### src/rtl/imem_arbiter.sv
// imem_arbiter: two-port arbiter (fetch, loader) in front of a single-port,
// synchronous-read instruction memory. Grants and the memory strobe are
// combinational in the request cycle. Valid, error and read data follow one
// cycle later.
// Optional feature: define IMEM_ARB_RR_EN to alternate simultaneous unlocked
// requests with a last-granted pointer. When it is undefined, fetch wins.
module imem_arbiter #(
    parameter int          ADDR_W = 10,
    parameter logic [31:0] BASE   = 32'h0000_3000
) (
    input  logic              clk,
    input  logic              reset,
    input  logic              f_req,
    input  logic [31:0]       f_addr,
    output logic              f_gnt,
    output logic              f_valid,
    output logic [31:0]       f_rdata,
    output logic              f_err,
    input  logic              l_req,
    input  logic              l_we,
    input  logic [31:0]       l_addr,
    input  logic [31:0]       l_wdata,
    input  logic              l_lock,
    output logic              l_gnt,
    output logic              l_valid,
    output logic              l_err,
    output logic [31:0]       l_rdata,
    output logic              mem_en,
    output logic              mem_we,
    output logic [ADDR_W-1:0] mem_addr,
    output logic [31:0]       mem_wdata,
    input  logic [31:0]       mem_rdata
);

    typedef enum logic [1:0] {IDLE, GRANT_F, GRANT_L, LOCKED_L} state_t;

    // One past the last mapped byte. It is held in 33 bits so that a BASE
    // near the top of the address space cannot wrap.
    localparam logic [32:0] LIMIT = {1'b0, BASE} + (33'd4 << ADDR_W);

    state_t state_reg;
`ifdef IMEM_ARB_RR_EN
    logic   ptr_reg;            // 1: loader wins the next tie
`endif

    logic              f_win, l_win, f_ok, l_ok;
    logic [ADDR_W-1:0] f_idx, l_idx;
    logic              f_valid_reg, f_err_reg, f_rd_reg;
    logic              l_valid_reg, l_err_reg, l_rd_reg;

    function automatic logic addr_ok(input logic [31:0] a);
        return (a[1:0] == 2'b00) && (a >= BASE) && ({1'b0, a} < LIMIT);
    endfunction

    function automatic logic [ADDR_W-1:0] word_idx(input logic [31:0] a);
        logic [31:0] off;
        off = a - BASE;
        return ADDR_W'(off >> 2);
    endfunction

    assign f_ok  = addr_ok(f_addr);
    assign l_ok  = addr_ok(l_addr);
    assign f_idx = word_idx(f_addr);
    assign l_idx = word_idx(l_addr);

    // Pick the winner for this cycle. Reset low suppresses all grants at once.
    always_comb begin
        f_win = 1'b0;
        l_win = 1'b0;
        if (reset) begin
            if (state_reg == LOCKED_L) begin
                l_win = l_req;
            end else if (f_req && l_req) begin
`ifdef IMEM_ARB_RR_EN
                if (ptr_reg) l_win = 1'b1;
                else         f_win = 1'b1;
`else
                f_win = 1'b1;
`endif
            end else begin
                f_win = f_req;
                l_win = l_req;
            end
        end
    end

    assign f_gnt     = f_win;
    assign l_gnt     = l_win;
    assign mem_en    = (f_win & f_ok) | (l_win & l_ok);
    assign mem_we    = l_win & l_ok & l_we;
    assign mem_addr  = (f_win & f_ok) ? f_idx : ((l_win & l_ok) ? l_idx : '0);
    assign mem_wdata = mem_we ? l_wdata : 32'h0;

    // Ownership FSM. A locked loader grant keeps ownership. The lock is
    // released on the first cycle in LOCKED_L that sees l_lock low.
    always_ff @(posedge clk or negedge reset) begin
        if (!reset) begin
            state_reg <= IDLE;
`ifdef IMEM_ARB_RR_EN
            ptr_reg   <= 1'b0;
`endif
        end else begin
            if (l_win && l_lock) state_reg <= LOCKED_L;
            else if (l_win)      state_reg <= GRANT_L;
            else if (f_win)      state_reg <= GRANT_F;
            else                 state_reg <= IDLE;
`ifdef IMEM_ARB_RR_EN
            if (l_win)      ptr_reg <= 1'b0;
            else if (f_win) ptr_reg <= 1'b1;
`endif
        end
    end

    // Response pipeline, one cycle behind the grant. The _rd flags select
    // memory data only for in-range reads.
    always_ff @(posedge clk or negedge reset) begin
        if (!reset) begin
            f_valid_reg <= 1'b0;
            f_err_reg   <= 1'b0;
            f_rd_reg    <= 1'b0;
            l_valid_reg <= 1'b0;
            l_err_reg   <= 1'b0;
            l_rd_reg    <= 1'b0;
        end else begin
            f_valid_reg <= f_win;
            f_err_reg   <= f_win & ~f_ok;
            f_rd_reg    <= f_win & f_ok;
            l_valid_reg <= l_win;
            l_err_reg   <= l_win & ~l_ok;
            l_rd_reg    <= l_win & l_ok & ~l_we;
        end
    end

    assign f_valid = f_valid_reg;
    assign f_err   = f_err_reg;
    assign f_rdata = f_rd_reg ? mem_rdata : 32'h0;
    assign l_valid = l_valid_reg;
    assign l_err   = l_err_reg;
    assign l_rdata = l_rd_reg ? mem_rdata : 32'h0;

endmodule

### config.mk
export PLATFORM = sky130hd
export DESIGN_NAME = imem_arbiter
export DESIGN_NICKNAME = d
export VERILOG_FILES = /design/src/rtl/imem_arbiter.sv
export SDC_FILE = /design/constraint.sdc
export NUM_CORES = 1
export LEC_CHECK = 0
export BUFFER_PORTS_ARGS = -buffer_cell sky130_fd_sc_hd__buf_4
export CAP_MARGIN = 10
export CORE_AREA = 2 2 97 99
export DETAILED_ROUTE_END_ITERATION = 16
export DIE_AREA = 0 0 99 101
export PLACE_DENSITY = 0.55
export SETUP_SLACK_MARGIN = 0.02
export SLEW_MARGIN = 20
export SYNTH_ARGS = -nofsm -noshare
export SYNTH_HDL_FRONTEND = slang
export SYNTH_SLANG_ARGS = --single-unit
### constraint.sdc
create_clock -name clk -period 1.5 [get_ports clk]
set_input_delay 0.15 -clock clk [delete_from_list [all_inputs] [get_ports clk]]
set_output_delay 0.15 -clock clk [all_outputs]
set_load 0.01 [all_outputs]
==> results of run 1 <==
==> cells in the mapped netlist <==
cell and number:
sky130_fd_sc_hd__a21bo_2 1, sky130_fd_sc_hd__a21boi_0 1, sky130_fd_sc_hd__and2_1 67, sky130_fd_sc_hd__and3_1 10, sky130_fd_sc_hd__buf_2 4, sky130_fd_sc_hd__buf_4 3, sky130_fd_sc_hd__buf_6 3, sky130_fd_sc_hd__clkbuf_1 16
sky130_fd_sc_hd__dfrtp_1 8, sky130_fd_sc_hd__inv_1 2, sky130_fd_sc_hd__nand2_1 37, sky130_fd_sc_hd__nand3_1 10, sky130_fd_sc_hd__nand4_1 11, sky130_fd_sc_hd__nand4_2 1, sky130_fd_sc_hd__nand4_4 1, sky130_fd_sc_hd__nor2_1 2
sky130_fd_sc_hd__nor3_1 6, sky130_fd_sc_hd__nor3_2 29, sky130_fd_sc_hd__nor4_1 3, sky130_fd_sc_hd__nor4_2 2, sky130_fd_sc_hd__nor4_4 1, sky130_fd_sc_hd__nor4b_1 1, sky130_fd_sc_hd__nor4b_2 3, sky130_fd_sc_hd__o21a_1 1
sky130_fd_sc_hd__o21ba_2 1, sky130_fd_sc_hd__o32ai_1 11
==> final cells by class <==
| class | instances | share of cell area (%) |
|---|---|---|
| clock buffers | 3 | 1.013 |
| inverters | 2 | 0.1842 |
| multi-input cells | 199 | 38.32 |
| flip-flops and latches | 8 | 4.974 |
| well taps | 111 | 3.408 |
| repair buffers | 266 | 52.10 |
==> metrics by stage <==
step | setup slack, ns | power, mW | setup TNS (ns)
3_3_place_gp | -0.03519 | 0.6625 | -0.06403
2_1_floorplan | 0.02842 | 0.3358 | 0
4_1_cts | -0.1307 | 0.9563 | -1.736
5_1_grt | -0.2354 | 1.017 | -8.053
3_5_place_dp | -0.06170 | 0.6696 | -0.2016
6_report | -0.1442 | 0.9527 | -3.877
==> cell families after synthesis <==
kind of cell           count (synthesis)  synth area share (%)
AO/OA/AOI/OAI                         15                 7.749
flip-flops                             8                 11.81
AND/OR/NAND/NOR                      184                 71.96
buffers and inverters                 28                 8.487
==> worst register-to-register path: cells and delay by family (launching register included) <==
family,cells,cell delay (ns)
compound gates,2,0.43
buf+inv,3,0.44
flops,1,0.38
simple gates,1,0.09
==> power by group through the flow <==
| stage | registers, mW | clock network [mW] | logic [mW] |
|---|---|---|---|
| floorplan | 0.233 | 0 | 0.102 |
| global placement | 0.231 | 0 | 0.432 |
| detailed placement | 0.231 | 0 | 0.439 |
| CTS | 0.229 | 0.259 | 0.468 |
| global route | 0.229 | 0.275 | 0.513 |
| finish | 0.229 | 0.247 | 0.477 |
==> per-layer routing <==
layer	vias up	GRT usage, %	wire length [um]
li1	1304	-	-
met1	1221	17.35	3314
met2	154	31.55	5131
met3	6	3.814	881
met4	0	3.372	103
met5	-	0	0
==> how the worst min path moves through the flow <==
stage / end / cells past startpoint / slack, ns / start
6_report: state_reg[0]$_DFF_PN0_ / 3 / 0.14 / l_lock
5_1_grt: state_reg[0]$_DFF_PN0_ / 3 / 0.14 / l_lock
3_5_place_dp: l_valid$_DFF_PN0_ / 2 / 0.15 / reset
3_3_place_gp: l_valid$_DFF_PN0_ / 2 / 0.14 / reset
2_1_floorplan: f_err$_DFF_PN0_ / 0 / -0.15 / reset
4_1_cts: state_reg[0]$_DFF_PN0_ / 3 / 0.14 / l_lock
==> timing repair <==
| item | CTS | global route |
|---|---|---|
| hold endpoints to repair | 8 | 0 |
| cloned | 1 | 2 |
| hold buffers | 1 | 0 |
| pin swaps | 2 | 13 |
| gates resized for setup | 24 | 30 |
| setup buffers | 1 | 0 |
| setup endpoints to repair | 110 | 47 |
==> run summary, run 1 <==
In the routed design, unresolved DRC markers number 0. The worst-margin pin slew came out at 0.3918 ns. The depth of the critical timing path with buffers and inverters included came out at 5. The synthesized design spends more area on one cell type than any other, namely sky130_fd_sc_hd__and2_1.

The number of global-route vias before repair is 2,584. The critical path capture point type is a primary output. The final reports fail on negative setup slack. The initial antenna violation count is 0.

The clock-pin slew on the worst setup and hold paths came out at 0.04 ns. Counting stages on the worst path, the most repeated cell is sky130_fd_sc_hd__buf_4. The utilization after layout came out at between 40% and 50%. CTS built an H-tree with a depth of 1. Ranked by total cell area, the synthesized netlist is headed by sky130_fd_sc_hd__and2_1 (25%), sky130_fd_sc_hd__nor3_2 (17%), sky130_fd_sc_hd__dfrtp_1 (12%). The count of routing violations after the opening detailed-route iteration came out at 45.

The tree built by TritonCTS fans out to 8 sinks. The worst register-to-register path ends at f_err$_DFF_PN0_. The leakage power summed over all cells is around 2.1 nW. The maximum number of pins on one net before global-route repair is 35. The top cell types in the final layout, fill and taps aside, are sky130_fd_sc_hd__buf_4 (245), sky130_fd_sc_hd__and2_1 (66), sky130_fd_sc_hd__nand2_1 (37), sky130_fd_sc_hd__nor3_2 (21), sky130_fd_sc_hd__buf_6 (15). The number of fillers in the final layout came out at 908. The area used by sequential logic in the layout came out at 202.7 um^2. The number of flip-flops under the largest register name came out at 2.

The sum of buffers and inverters on the critical path is 2. The internal reg-to-reg setup slack is ~0.10 ns. The vertical die dimension is ~100 um. The proportion of netlist area held by the largest area contributor came out at ~25%.

The routed via count is between 2,000 and 3,000. The remaining global-route overflow is 0. On the critical path, the stage with the largest delay is an instance of sky130_fd_sc_hd__dfrtp_1. The count of mapped cells out of synthesis came out at ~240. Summed over all nets, the half-perimeter wirelength after detailed placement is roughly 7500 um. The critical path goes through a21boi_2, buf_4, nand3_1, o32ai_1, buf_4.

The overall routing resource usage came out at roughly 16%. The slack of the critical path came out at -0.1442 ns. The net count of the finished layout came out at 614. Cells with a size suffix above 1 make up 67.78% of the layout. Leaving out filler cells and counting taps, the final layout contains between 500 and 600. The floorplan has 35 rows. The worst setup path is launched from a register. In the final layout, the multi-input gates occupy 1562 um^2. The critical path is of the reg2out type. For this configuration, the core starts out at a cell density of about a fifth. The synthesized netlist net count is between 300 and 400. During placement, the flow inserted port buffers numbering 247. The number of buffers created by CTS is 3. The share of total power in the clock network is 26.0%. The source-to-sink clock delay at the later pin of the worst-skew pair came out at 0.22 ns. The internal power summed over all cells came out at 0.6872 mW. The tool flagged a number of max-cap violations equal to 0. The share of total power dissipated in combinational logic is 50.0%. The launching instance or port of the critical path is state_reg[0]$_DFF_PN0_.

In this run, flip-flops and latches consume 24.0% of the power. The required arrival time at the worst endpoint came out at 1.35 ns. The relative slew slack is between 70 and 80%.

The longest clock path from root to sink contains 2 buffers. The die area is 9999 um^2. Routability-driven placement finished with a final weighted congestion of 0.9253. The core area came out at 8977 um^2. Counting I/O delays and the setup requirement, the final critical path takes between 1.5 and 2 ns. The total inserted antenna cells is 0. The mean cell area of the mapped netlist is 7.214 um^2. The analysis attributes to net switching a power of 0.2655 mW. The hold violation total from the final report came out at 0. The worst-case IR drop observed on VDD is approximately 0.00012 V. The most common cell after layout, fill and taps aside is sky130_fd_sc_hd__buf_4. The finished layout cell area is 4075 um^2. For this block, the routed nets add up to between 9000 and 10,000 um of wire. Compared with the post-synthesis result, the final layout area differs by 140.4%. 248 I/O pins were placed.

The Yosys step of the flow raised 0 warnings. The worst hold margin came out at 0.1413 ns. The root buffer cell chosen for the clock tree is sky130_fd_sc_hd__clkbuf_8. TritonCTS built the clock tree. After detailed routing, the average wire length per cell comes to 16.01 um. The setup violation total in the final timing report came out at 45.

The first-pass GRT wire length is 12,940 um. Of all nets on the critical path, the largest fanout is 5. The count of state elements after synthesis is 8. The width of the die is 99 um. The pre-antenna-repair detailed-routing pass consisted of 4 iterations. The data arrival time of the critical path is between 1 and 1.5 ns.

The instance count after placement with tap cells included is between 500 and 600. Setup repair after global routing could not meet its margin everywhere. The count of antenna-violating nets left after detailed routing came out at 0. The power per cell area is 233.8 nW/um^2.

The most critical setup path has its endpoint at mem_addr[7]. The tightest min-delay check is of the in2reg type. The highest achievable clock rate is 608.2 MHz. The largest single stage delay on the critical path is about 0.38 ns. The count of cell types in the netlist came out at 26. The worst-case clock skew is 0.001393 ns. The total count of max-transition violations in the final report came out at 0. The post-synthesis instance area came out at 1695 um^2. On the critical path the largest part of the delay comes from compound AO/OA/AOI/OAI gates. The worst register-to-register path begins at state_reg[0]$_DFF_PN0_. Net switching is 27.86% of the power. The cell area after placement is 3682 um^2.

The period utilization is 109.6%. The flow ran to the end, but the final reports show violations. The depth of the worst register-to-register path is 6. After synthesis, flip-flops and latches occupy 11.81% of the total area. The detailed-route vias per instance came out at 4.559.
Note: power is estimated with default switching activity, not from simulation.
==> inputs of run 2 (changes only) <==
--- a/config.mk
+++ b/config.mk
@@ -11,6 +11,7 @@
 export DETAILED_ROUTE_END_ITERATION = 16
 export DIE_AREA = 0 0 99 101
 export PLACE_DENSITY = 0.55
+export REMOVE_ABC_BUFFERS = 1
 export SETUP_SLACK_MARGIN = 0.02
 export SLEW_MARGIN = 20
 export SYNTH_ARGS = -nofsm -noshare
==> run summary, run 2 (same netlist as run 1, synthesis figures left out) <==
The number of sinks driven by the clock tree came out at 8 (unchanged). The sum of buffers and inverters on the critical path is 2 (unchanged). The leakage power summed over all cells came out at 2.066 nW (-1.7%). The worst-case clock skew came out at 0.002959 ns (+0.001566 ns). The cell type group with the largest total delay on the critical path is compound AO/OA/AOI/OAI gates.

The peak ir drop on the vdd network was 0.0002146 V (+76%). The delay contributed by the slowest stage of the critical path came out at 0.39 ns (about the same). The checks that failed: negative setup slack. In this run the critical register-to-register path is launched from state_reg[0]$_DFF_PN0_. The slack of the critical path is -0.1434 ns (+0.0007630 ns). The number of iterations in the first detailed-routing pass was 4 (unchanged). The signed area change from the synthesized netlist to the final layout came out at 139.4%. The critical path's slowest cell is sky130_fd_sc_hd__dfrtp_1. The maximum number of pins on one net before global-route repair was 35 (unchanged).

The data arrival time of the critical path is 1.49 ns (about the same). The run finished, with violations left. The maximum level of the CTS H-tree is 1 (unchanged).

The core area came out at 8977 um^2 (unchanged). The worst hold margin came out at 0.1353 ns (-0.005965 ns). The net count of the finished layout came out at 614 (unchanged). The required arrival time at the worst endpoint is 1.35 ns (about the same).

The setup violation total in the final timing report came out at 45 (unchanged). The number of max-cap violations is 0 (unchanged). The global routing met2 resource utilization is 27.23% (-4.3 points). The routability congestion estimate from global placement is 0.8012 (-13%). The die area is 9999 um^2 (unchanged). The worst-margin pin slew came out at 0.3963 ns (+0.004435 ns). In the layout the commonest cells are sky130_fd_sc_hd__buf_4 (246), sky130_fd_sc_hd__and2_1 (66), sky130_fd_sc_hd__nand2_1 (37), sky130_fd_sc_hd__nor3_2 (24), sky130_fd_sc_hd__buf_6 (13).

The first-pass GRT wire length came out at 12,140 um (-6.2%). STA classifies the critical path endpoint as a primary output. The remaining global-route overflow is 0 (unchanged). The number of global-route vias before repair is 2,456 (-5.0%). The final routed wire length divided by cell count came out at 14.27 um (-11%). The launching instance or port of the critical path is state_reg[0]$_DFF_PN0_. TritonCTS built the clock tree. The period utilization is 109.6% (about the same).

The vertical die dimension came to 101 um (unchanged). The initial standard-cell utilization of the core came to 18.89% (unchanged). The clock-pin slew on the worst setup and hold paths is 0.04 ns (about the same).

The maximum clock insertion buffer count came out at 2 (unchanged). The row count came out at 35 (unchanged). The initial antenna violation count was 1 (+1).

The overall routing resource usage came out at 14.50% (-1.6 points). Setup repair after global routing could not meet its margin everywhere. The relative slew slack came to 73.58% (-0.21 points). The maximum fanout along the worst path is 4 (-1).

The routed via count is 2,659 (-0.97%). The width of the die came out at 99 um (unchanged). The layout cell share with drive strength beyond 1 is 68.83% (+1.0 points). The total inserted antenna cells is 0 (unchanged). The met3 capacity usage during global routing is 3.814% (unchanged). STA classifies the critical path startpoint as a register. The power per cell area is 230.7 nW/um^2 (-1.3%). The sum of routed wire length over all layers came out at 8406 um (-11%).

The source of the worst hold timing path is l_lock. The clock root buffer is sky130_fd_sc_hd__clkbuf_8. The number of flip-flops under the largest register name came out at 2 (unchanged). The pre-CTS setup slack came to -0.08440 ns (-0.02270 ns).

The layer flagged by global routing as most heavily used is met2. The shortest clock period the worst path allows after layout came to 1.643 ns (-0.0007630 ns). The hold violation total from the final report came out at 0 (unchanged). The path class of the tightest hold or removal check is in2reg. The met1 track demand over resource came out at 16.78% (-0.58 points). The count of buffers inserted at the top-level ports came to 247 (unchanged). The count of routing violations after the opening detailed-route iteration is 47 (+4.4%).

The number of buffers created by CTS is 3 (unchanged). The signal on the critical path passes through a21boi_2, buf_2, nand3_1, o32ai_1, buf_4. The count of antenna-violating nets left after detailed routing came out at 0 (unchanged). The source-to-sink clock delay at the later pin of the worst-skew pair is 0.22 ns (about the same).

The I/O pin total is 248 (unchanged). The highest achievable clock rate is 608.5 MHz (about the same). The residual DRC count is 0 (unchanged). The class of the most critical setup path is reg2out.

The total half-perimeter wirelength after legalization and detailed placement is 6838 um (-8.9%). The total count of max-transition violations in the final report is 0 (unchanged). The most common cell after layout, fill and taps aside is sky130_fd_sc_hd__buf_4. The detailed-route vias per instance came out at 4.514 (-0.97%).
[run 2: changes by cell type in the layout (fill, tap and decap cells not counted), moves of 2 or more]
cell / change
sky130_fd_sc_hd__nor3_2: +3
sky130_fd_sc_hd__o32ai_1: -2
sky130_fd_sc_hd__nor4b_2: +2
sky130_fd_sc_hd__nor4_4: -2
sky130_fd_sc_hd__buf_6: -2
sky130_fd_sc_hd__nor4_2: +2
sky130_fd_sc_hd__nor3_4: -2
sky130_fd_sc_hd__nor4b_4: -2
[run 2: routing by layer]
layer  up-vias  share of wire (%)
met5         -               0.19
met4         2               0.43
met3         4                9.0
met2       143                 53
met1      1201                 37
li1       1309                  -
[run 2: area by class of cell]
cell class,count,area (um^2)
fillers,904,4918
repair buffers,266,2118
multi-input cells,199,1550
flip-flops and latches,8,202.7
well taps,111,138.9
clock buffers,3,41.29
inverters,2,7.507
[run 2: worst paths after layout]
path / end / slack (ns) / cells after the start
min in group asynchronous: l_err$_DFF_PN0_ / 0.65 / 3
min reg2reg: f_valid$_DFF_PN0_ / 0.86 / 5
max in group asynchronous: f_rd_reg$_DFF_PN0_ / 0.54 / 3
max: mem_addr[2] / -0.14 / 5
max reg2reg: f_err$_DFF_PN0_ / 0.13 / 6
min: state_reg[0]$_DFF_PN0_ / 0.14 / 3
[run 2: per-stage QoR]
| stage | util (%) | power (mW) | instance area [um^2] | std cells | TNS, ns |
|---|---|---|---|---|---|
| final | 45.21 | 0.9363 | 4059 | 589 | -3.687 |
| after CTS | 42.44 | 0.9388 | 3810 | 586 | -3.415 |
| after global routing | 45.21 | 1.009 | 4059 | 589 | -8.624 |
| after global placement | 41.07 | 0.6571 | 3687 | 580 | -0.3139 |
| after floorplan | - | 0.3136 | 1559 | 209 | -24.48 |
| after detailed placement | 41.07 | 0.6644 | 3687 | 580 | -1.030 |
[run 2: timing repair]
| item | 4_1_cts | 5_1_grt |
|---|---|---|
| endpoints found under the hold margin | 8 | 0 |
| gates resized for setup | 14 | 35 |
| pin swaps | 2 | 9 |
| gates cloned | 1 | 2 |
| buffers inserted | 1 | 1 |
| endpoints found under the setup margin | 109 | 46 |
| hold buffers | 1 | 0 |
[run 2: power breakdown]
group | leakage (nW) | switching [mW] | internal [mW] | total, mW
clock | 0.0216 | 0.0776 | 0.173 | 0.251
combinational | 1.94 | 0.173 | 0.283 | 0.456
sequential | 0.103 | 0.00387 | 0.225 | 0.229
[run 2: worst reg2reg max path: cells and delay by family (launching register included)]
family	cells	cell delay [ns]
buffers and inverters	3	0.42
DFF	1	0.39
and+or+nand+nor	1	0.09
AOI/OAI and AO/OA	2	0.43
